--- src/rtl/uart_frame_assembler_if.sv ---
// Byte stream from the UART receiver into the frame assembler.
// The receiver drives byte and valid; the assembler returns ready.
interface uart_frame_assembler_if;
    logic [7:0] rx_byte;
    logic       rx_valid;
    logic       rx_ready;

    modport master (output rx_byte, output rx_valid, input rx_ready);
    modport slave  (input rx_byte, input rx_valid, output rx_ready);
endinterface

--- src/rtl/uart_frame_assembler.sv ---
// Assembles 7-byte LED-array frames (header, letter, 5 alphanumerics) from the UART byte stream,
// decodes ASCII to glyph indices and commits the 56-bit frame atomically.
module uart_frame_assembler #(
    parameter int CLK_FRE    = 50,
    parameter int TIMEOUT_US = 2000
) (
    input  logic                         clk,
    input  logic                         rst,
    uart_frame_assembler_if.slave        rx,
    output logic [55:0]                  frame_data,
    output logic                         light,
    output logic                         frame_valid,
    output logic                         frame_err,
    output logic [15:0]                  frame_cnt
);

    localparam int          TIMEOUT_CYC = CLK_FRE * TIMEOUT_US;
    localparam logic [23:0] GAP_LAST    = 24'(TIMEOUT_CYC - 1);

    typedef enum logic [1:0] {
        WAIT_HDR,
        COLLECT,
        COMMIT
    } state_t;

    state_t      state;
    logic [2:0]  idx;
    logic [23:0] gap_cnt;
    logic [55:0] shadow;
    logic        shadow_light;

    logic        accept;
    logic        is_digit;
    logic        is_upper;
    logic        char_ok;
    logic [7:0]  char_val;

    always_comb begin
        accept   = rx.rx_valid && rx.rx_ready;
        is_digit = (rx.rx_byte >= 8'h30) && (rx.rx_byte <= 8'h39);
        is_upper = (rx.rx_byte >= 8'h41) && (rx.rx_byte <= 8'h5A);
        // The first payload byte must be a letter; the rest may also be digits.
        char_ok  = (idx == 3'd1) ? is_upper : (is_upper || is_digit);
        char_val = is_digit ? 8'(rx.rx_byte - 8'h30) : 8'(rx.rx_byte - 8'd55);
    end

    // NOTE: the reset branch clears every register, shadow included, so an aborted or
    // reset-interrupted frame can never leak into a later commit.
    always_ff @(posedge clk or posedge rst) begin
        if (rst) begin
            state        <= WAIT_HDR;
            idx          <= 3'd0;
            gap_cnt      <= 24'd0;
            shadow       <= 56'd0;
            shadow_light <= 1'b0;
            frame_data   <= 56'd0;
            light        <= 1'b0;
            frame_valid  <= 1'b0;
            frame_err    <= 1'b0;
            frame_cnt    <= 16'd0;
            rx.rx_ready  <= 1'b0;
        end else begin
            frame_valid <= 1'b0;
            frame_err   <= 1'b0;
            rx.rx_ready <= 1'b1;
            case (state)
                WAIT_HDR: begin
                    if (accept) begin
                        if (rx.rx_byte[6:0] >= 7'h40) begin
                            shadow[55:48] <= 8'({1'b0, rx.rx_byte[6:0]} - 8'h40);
                            shadow_light  <= rx.rx_byte[7];
                            idx           <= 3'd1;
                            gap_cnt       <= 24'd0;
                            state         <= COLLECT;
                        end else begin
                            frame_err <= 1'b1;
                        end
                    end
                end
                COLLECT: begin
                    if (accept) begin
                        gap_cnt <= 24'd0;
                        if (char_ok) begin
                            shadow[8*(6-int'(idx)) +: 8] <= char_val;
                            if (idx == 3'd6) begin
                                state       <= COMMIT;
                                rx.rx_ready <= 1'b0;
                            end else begin
                                idx <= idx + 3'd1;
                            end
                        end else begin
                            frame_err <= 1'b1;
                            state     <= WAIT_HDR;
                        end
                    end else if (gap_cnt == GAP_LAST) begin
                        frame_err <= 1'b1;
                        state     <= WAIT_HDR;
                    end else begin
                        gap_cnt <= gap_cnt + 24'd1;
                    end
                end
                COMMIT: begin
                    frame_data  <= shadow;
                    light       <= shadow_light;
                    frame_valid <= 1'b1;
                    frame_cnt   <= frame_cnt + 16'd1;
                    state       <= WAIT_HDR;
                end
                default: state <= WAIT_HDR;
            endcase
        end
    end

endmodule

--- src/flat_wrapper.sv ---
// flat-port wrapper written by rule: the top's interface ports become plain ports
module uart_frame_assembler_flat 
#(
    parameter int CLK_FRE    = 50,
    parameter int TIMEOUT_US = 2000
)
  (clk, rst, frame_data, light, frame_valid, frame_err, frame_cnt, rx_rx_byte, rx_rx_valid, rx_rx_ready);
  uart_frame_assembler_if rx_i ();
  input  logic clk;
  input  logic rst;
  output logic [55:0] frame_data;
  output logic light;
  output logic frame_valid;
  output logic frame_err;
  output logic [15:0] frame_cnt;
  input wire logic [$bits(rx_i.rx_byte)-1:0] rx_rx_byte;
  input wire logic [$bits(rx_i.rx_valid)-1:0] rx_rx_valid;
  output wire logic [$bits(rx_i.rx_ready)-1:0] rx_rx_ready;
  assign rx_i.rx_byte = rx_rx_byte;
  assign rx_i.rx_valid = rx_rx_valid;
  assign rx_rx_ready = rx_i.rx_ready;
  uart_frame_assembler #(.CLK_FRE(CLK_FRE), .TIMEOUT_US(TIMEOUT_US)) u_core (.clk(clk), .rst(rst), .rx(rx_i), .frame_data(frame_data), .light(light), .frame_valid(frame_valid), .frame_err(frame_err), .frame_cnt(frame_cnt));
endmodule
--- config.mk ---
export PLATFORM = sky130hd
export DESIGN_NAME = uart_frame_assembler_flat
export DESIGN_NICKNAME = d
export VERILOG_FILES = /design/src/rtl/uart_frame_assembler_if.sv /design/src/rtl/uart_frame_assembler.sv /design/src/flat_wrapper.sv
export SDC_FILE = /design/constraint.sdc
export NUM_CORES = 1
export LEC_CHECK = 0
export ABC_AREA = 1
export BUFFER_PORTS_ARGS = -buffer_cell sky130_fd_sc_hd__clkbuf_2
export CAP_MARGIN = 20
export CORE_MARGIN = 2
export CORE_UTILIZATION = 54
export CTS_CLUSTER_SIZE = 24
export DETAILED_ROUTE_END_ITERATION = 8
export GPL_ROUTABILITY_DRIVEN = 0
export PLACE_DENSITY = 0.78
export SLEW_MARGIN = 20
export SYNTH_ARGS = -nofsm -noshare
export SYNTH_HDL_FRONTEND = slang
export SYNTH_SLANG_ARGS = --single-unit
export TNS_END_PERCENT = 100
--- constraint.sdc ---
create_clock -name clk -period 6.2 [get_ports clk]
set_input_delay 0.31 -clock clk [delete_from_list [all_inputs] [get_ports clk]]
set_output_delay 0.31 -clock clk [all_outputs]
set_load 0.02 [all_outputs]
Word-level counts from Yosys, hierarchy flattened
Cells that the tools add are included.
- register bits after elaboration: 162
- input port bits: 11
- output and inout bits: 76
- word-level logic and storage cells: 89
- add/subtract/negate cells: 8
- order comparisons: 5
- equal/unequal tests: 13
- shift-type cells: 2
- muxes and demuxes: 37
- reductions and logical operators: 12
- operator list (kind ; count):
    two-way mux 56 bit ; 2
    two-way mux 24 bit ; 4
    bitwise mux 56 bit ; 1
    variable shift 8 x 33 -> 56 bit, first input constant ; 1
    variable part select 8 x 33 -> 56 bit ; 1
    one-hot mux 24 bit (2 select lines) ; 1
    negator 32 -> 33 bit ; 1
    adder 24 x 1 -> 24 bit, second input constant ; 1
    == test 24 x 17 -> 1 bit, second input constant ; 1
    two-way mux 8 bit ; 3
    adder 16 x 1 -> 16 bit, second input constant ; 1
    one-hot mux 8 bit (2 select lines) ; 1
    subtractor 8 x 6 -> 8 bit, second input constant ; 2
    two-way mux 3 bit ; 5
    two-way mux 2 bit ; 6
    two-way mux 1 bit ; 11
    >= comparator 8 x 6 -> 1 bit, second input constant ; 1
    >= comparator 8 x 7 -> 1 bit, second input constant ; 1
    less-or-equal comparator 8 x 6 -> 1 bit, second input constant ; 1
    less-or-equal comparator 8 x 7 -> 1 bit, second input constant ; 1
    != test 2 x 1 -> 1 bit, second input constant ; 4
    AND reduction 4 bit ; 2
    subtractor 7 x 7 -> 8 bit, second input constant ; 1
    >= comparator 7 bit, second input constant ; 1
    other kinds (20) ; 23

Depth between registers and ports, before layout
- depth after elaboration: 8
- mapped depth: 20
- depth with buffers taken out: 18

Worst setup path before layout
No wires, ideal clock.
- kind: reg-to-reg
- start: register u_core.idx[0]
- end: register u_core.shadow[11]
- library setup time: 0.118 ns
- data arrival time: 2.893 ns
- slack: 3.189 ns
- cell stages (with the launch flop): 17
- buffers on the path: 3
- path through: dfrtp_1 buf_2 inv_2 buf_1 ha_1 nor2_1 nand2_1 ha_1 nor2_1 nand3_1 nand2_2 nand4_4 nor3_4 nand2_2 buf_6 nand2_1 o21ai_2
- word-level cells in the longest chain between the ends: 4
- elaborated cells between the ends (all ways): 8
- those cells by class: add/sub: 2; eq/ne: 1; shift: 2; mux: 2; reduce/logical: 1
- ends and longest elaborated chain (element ; line ; RTL):
    start: declaration ; uart_frame_assembler.sv:27 ; logic [2:0] idx;
    start signal: assignment ; uart_frame_assembler.sv:89 ; idx <= idx + 3'd1;
    subtractor 3 x 3 -> 4 bit ; uart_frame_assembler.sv:84 ; shadow[8*(6-int'(idx)) +: 8] <= char_val;
    negator 32 -> 33 bit ; uart_frame_assembler.sv:84 ;
    variable part select 8 x 33 -> 56 bit or variable shift 8 x 33 -> 56 bit (tied branches) ; uart_frame_assembler.sv:84 ;
    bitwise mux 56 bit ; uart_frame_assembler.sv:84 ;
    end signal: indexed assignment ; uart_frame_assembler.sv:84 ;
    end: declaration ; uart_frame_assembler.sv:29 ; logic [55:0] shadow;
Parallel ways exist; a longest one is shown, timed or not.
A chain may end at the register's enable or synchronous reset.

Final worst setup path
- start: register u_core.idx[0]
- end: register u_core.shadow[33]
The elaborated chain is that of the path after synthesis.

==> flow_metrics.py <==
metrics = {
    "synth": {
        "synth_flop_cell": "dfrtp_1",
        "ys_seq_elements": 162,
        "avgSynthCellArea_sq_um": 7.98,
        "ys_types": 37,
        "syn-cell-area_sq_um": 8040,
        "ys_warn_count": 0,
        "synth-edff-count": 0,
        "syn_nets": 1036,
        "synth_cells": 1007,
        "synth_seq_area_share": 0.504,
        "async_reset_ff_frac": 1.00,
    },
    "floorplan": {
        "die_x_um": 126,
        "core_area_sq_um": 14500,
        "die_h_um": 126,
        "rows": 44,
        "num_io_pins": 87,
        "start_util": 0.553,
        "dieArea_sq_um": 15900,
    },
    "route": {
        "drt-total-wl_mm": 18.0,
        "vias": 6725,
        "vias_per_cell": 5.24,
        "drt_iter0_drc": 578,
        "drc": 0,
        "ant_nets": 0,
        "dr.pass1.iters": 5,
        "post_drt_wl_per_cell_um": 14.0,
    },
    "worst_hold_path": {
        "hold_class": "in -> async",
    },
    "cts": {
        "cts-resized-gates": 0,
        "cts_setup_buffers": 0,
        "hold_buffers": 0,
        "cts_tree": "yes",
        "clock_latency_ns": 0.43,
        "cts_max_level": 4,
        "path_clk_slew_ns": 0.07,
        "cts-root-buf": "clkbuf_16",
        "clock-sinks": 162,
        "clock_path_buffers": 2,
        "cts_inserted_buffers": 17,
    },
    "worst_setup_path": {
        "crit_fanout": 19,
        "cp_data_arrival_time_ns": 3.99,
        "cp_num_buf_inv": 3,
        "crit_chain": "inv_2, nor3_1, nor2_1, ha_1, inv_2, nor2_1, nand3_1, nand2_2, nand3_1, nor2_2, nand2_1, nor2_1, inv_1, nand2_1, o21ai_1",
        "critPathMaxStageDelay_ns": 0.57,
        "crit_type": "reg -> reg",
        "cp-end-kind": "register",
        "worstPathRequired_ns": 6.51,
        "cp_slowest_cell": "dfrtp_1",
        "cp_top_family": "simple AND/OR/NAND/NOR gates",
        "cp-start-kind": "register",
        "crit_top_cell": "nor2_1",
    },
    "timing": {
        "hold_violations": 0,
        "max_freq_mhz": 272,
        "fin_crit_sh": 0.594,
        "rsz0062_at_grt": "false",
        "slew_headroom": 0.439,
        "slew_violations": 0,
        "holdWs_ns": 0.0139,
        "setup_tns_ns": 0,
        "tightest_slew_ns": 0.841,
        "skew_ns": 0.0120,
        "post-route-min-period_ns": 3.68,
        "setup_viol_count_final": 0,
    },
    "final_layout": {
        "seq_area_sq_um": 4050,
        "diodes": 0,
        "multiInputGateArea_sq_um": 3420,
        "final_util": 0.630,
        "layout_common_cells": "nand2_1 (370), dfrtp_1 (162), inv_1 (101), clkbuf_2 (86), nor2_1 (60)",
        "layout-drive-gt1-share": 0.148,
        "final_nets": 1115,
        "final_cells": 1283,
        "fillers": 1246,
        "synthToLayoutAreaGrowth_pct": 13.9,
        "final_common_cell": "nand2_1",
    },
    "placed_design": {
        "hpwl_mm": 12.8,
        "port_buffers": 86,
        "placed_cells": 1251,
    },
    "global_routing": {
        "grt_pass1_wl_mm": 30.4,
        "grt_start_max_net_pins": 96,
        "track_usage": 0.237,
        "grt.overflow.total": 0,
        "grt_pass1_vias": 6330,
        "antenna_found_initial": 0,
    },
    "power": {
        "leakage_nw": 4.89,
        "pwr_density_cell_nw_per_um2": 273,
        "peakVddDrop_mv": 0.175,
        "finalPower_mw": 2.50,
    },
    "status": {
        "outcome": "completed",
    },
    "job": {
        "drv_cap": 0,
    },
}
[synth_stat cells, types with 15 or more instances]
library cell / number / area, sq um
o21ai_0: 52 / 260
o21ai_1: 24 / 120
xor2_1: 20 / 175
dfrtp_1: 162 / 4050
nand2_1: 371 / 1390
clkbuf_1: 15 / 56.3
ha_1: 18 / 225
nand3_1: 57 / 285
nand4_1: 30 / 188
nor3_1: 17 / 85.1
nor2_1: 60 / 225
inv_1: 102 / 383
[per-stage QoR]
stage / instance area [sq um] / setup WS [ns]
after global placement: 8590 / 2.81
after detailed placement: 8590 / 2.64
final: 9160 / 2.52
after CTS: 9160 / 2.61
after global routing: 9160 / 2.09
after floorplan: 8040 / 1.51
[worst paths after layout]
check                                 start  cells after the start               endpoint  slack, ns
max                           u_core.idx[0]                     15      u_core.shadow[33]       2.52
min                                     rst                      2  u_core.frame_data[20]       0.01
max reg2reg                   u_core.idx[0]                     15      u_core.shadow[33]       2.52
min reg2reg                u_core.shadow[2]                      2   u_core.frame_data[2]       0.46
max in group asynchronous               rst                      3      u_core.shadow[26]       4.79
min in group clk              rx_rx_byte[7]                      3    u_core.shadow_light       0.21
[worst reg2reg max path, delay by kind of cell, from the launching register on]
| kind | cells | cell delay [ns] |
|---|---|---|
| AND/OR/NAND/NOR | 10 | 1.86 |
| buffers and inverters | 3 | 0.66 |
| flip-flops | 1 | 0.57 |
| adder cells (fa/ha/maj) | 1 | 0.41 |
| AO/OA/AOI/OAI | 1 | 0.07 |
[final cells by class]
cell class | instances | area share
Sequential cell | 162 | 0.443
Clock inverter | 13 | 0.0137
Timing Repair Buffer | 89 | 0.0494
Clock buffer | 19 | 0.0484
Inverter | 112 | 0.0470
Multi-Input combinational cell | 704 | 0.374
Tap cell | 184 | 0.0251
[power by group]
group          internal [mW]  total [mW]  leakage [nW]  switching [mW]
sequential              1.11        1.14          2.18          0.0323
combinational         0.0895       0.348          2.42           0.258
clock                  0.571        1.01         0.281           0.442
total                   1.77        2.50          4.89           0.733
[registers in the layout, indices dropped and copies added, names as in the netlist, 2 cells and up]
| signal | cells |
|---|---|
| u_core.frame_data | 56 |
| u_core.shadow | 56 |
| u_core.gap_cnt | 24 |
| u_core.frame_cnt | 16 |
| u_core.idx | 3 |
| u_core.state | 2 |
[logic make-up after synthesis]
family / after synthesis / share of synthesized area
and+or+nand+nor: 565 / 0.303
DFF: 162 / 0.504
buffers and inverters: 141 / 0.0702
AOI/OAI and AO/OA: 92 / 0.0622
xor gates and xnor gates: 29 / 0.0325
adders and majority gates: 18 / 0.0280
[layer usage]
layer | wire (um) | track usage | vias to the layer above
li1 | - | - | 3339
met1 | 8440 | 0.346 | 3138
met2 | 7960 | 0.353 | 207
met3 | 1060 | 0.0365 | 41
met4 | 497 | 0.104 | 0
met5 | 0 | 0 | -
(Power assumes the default switching activity.)
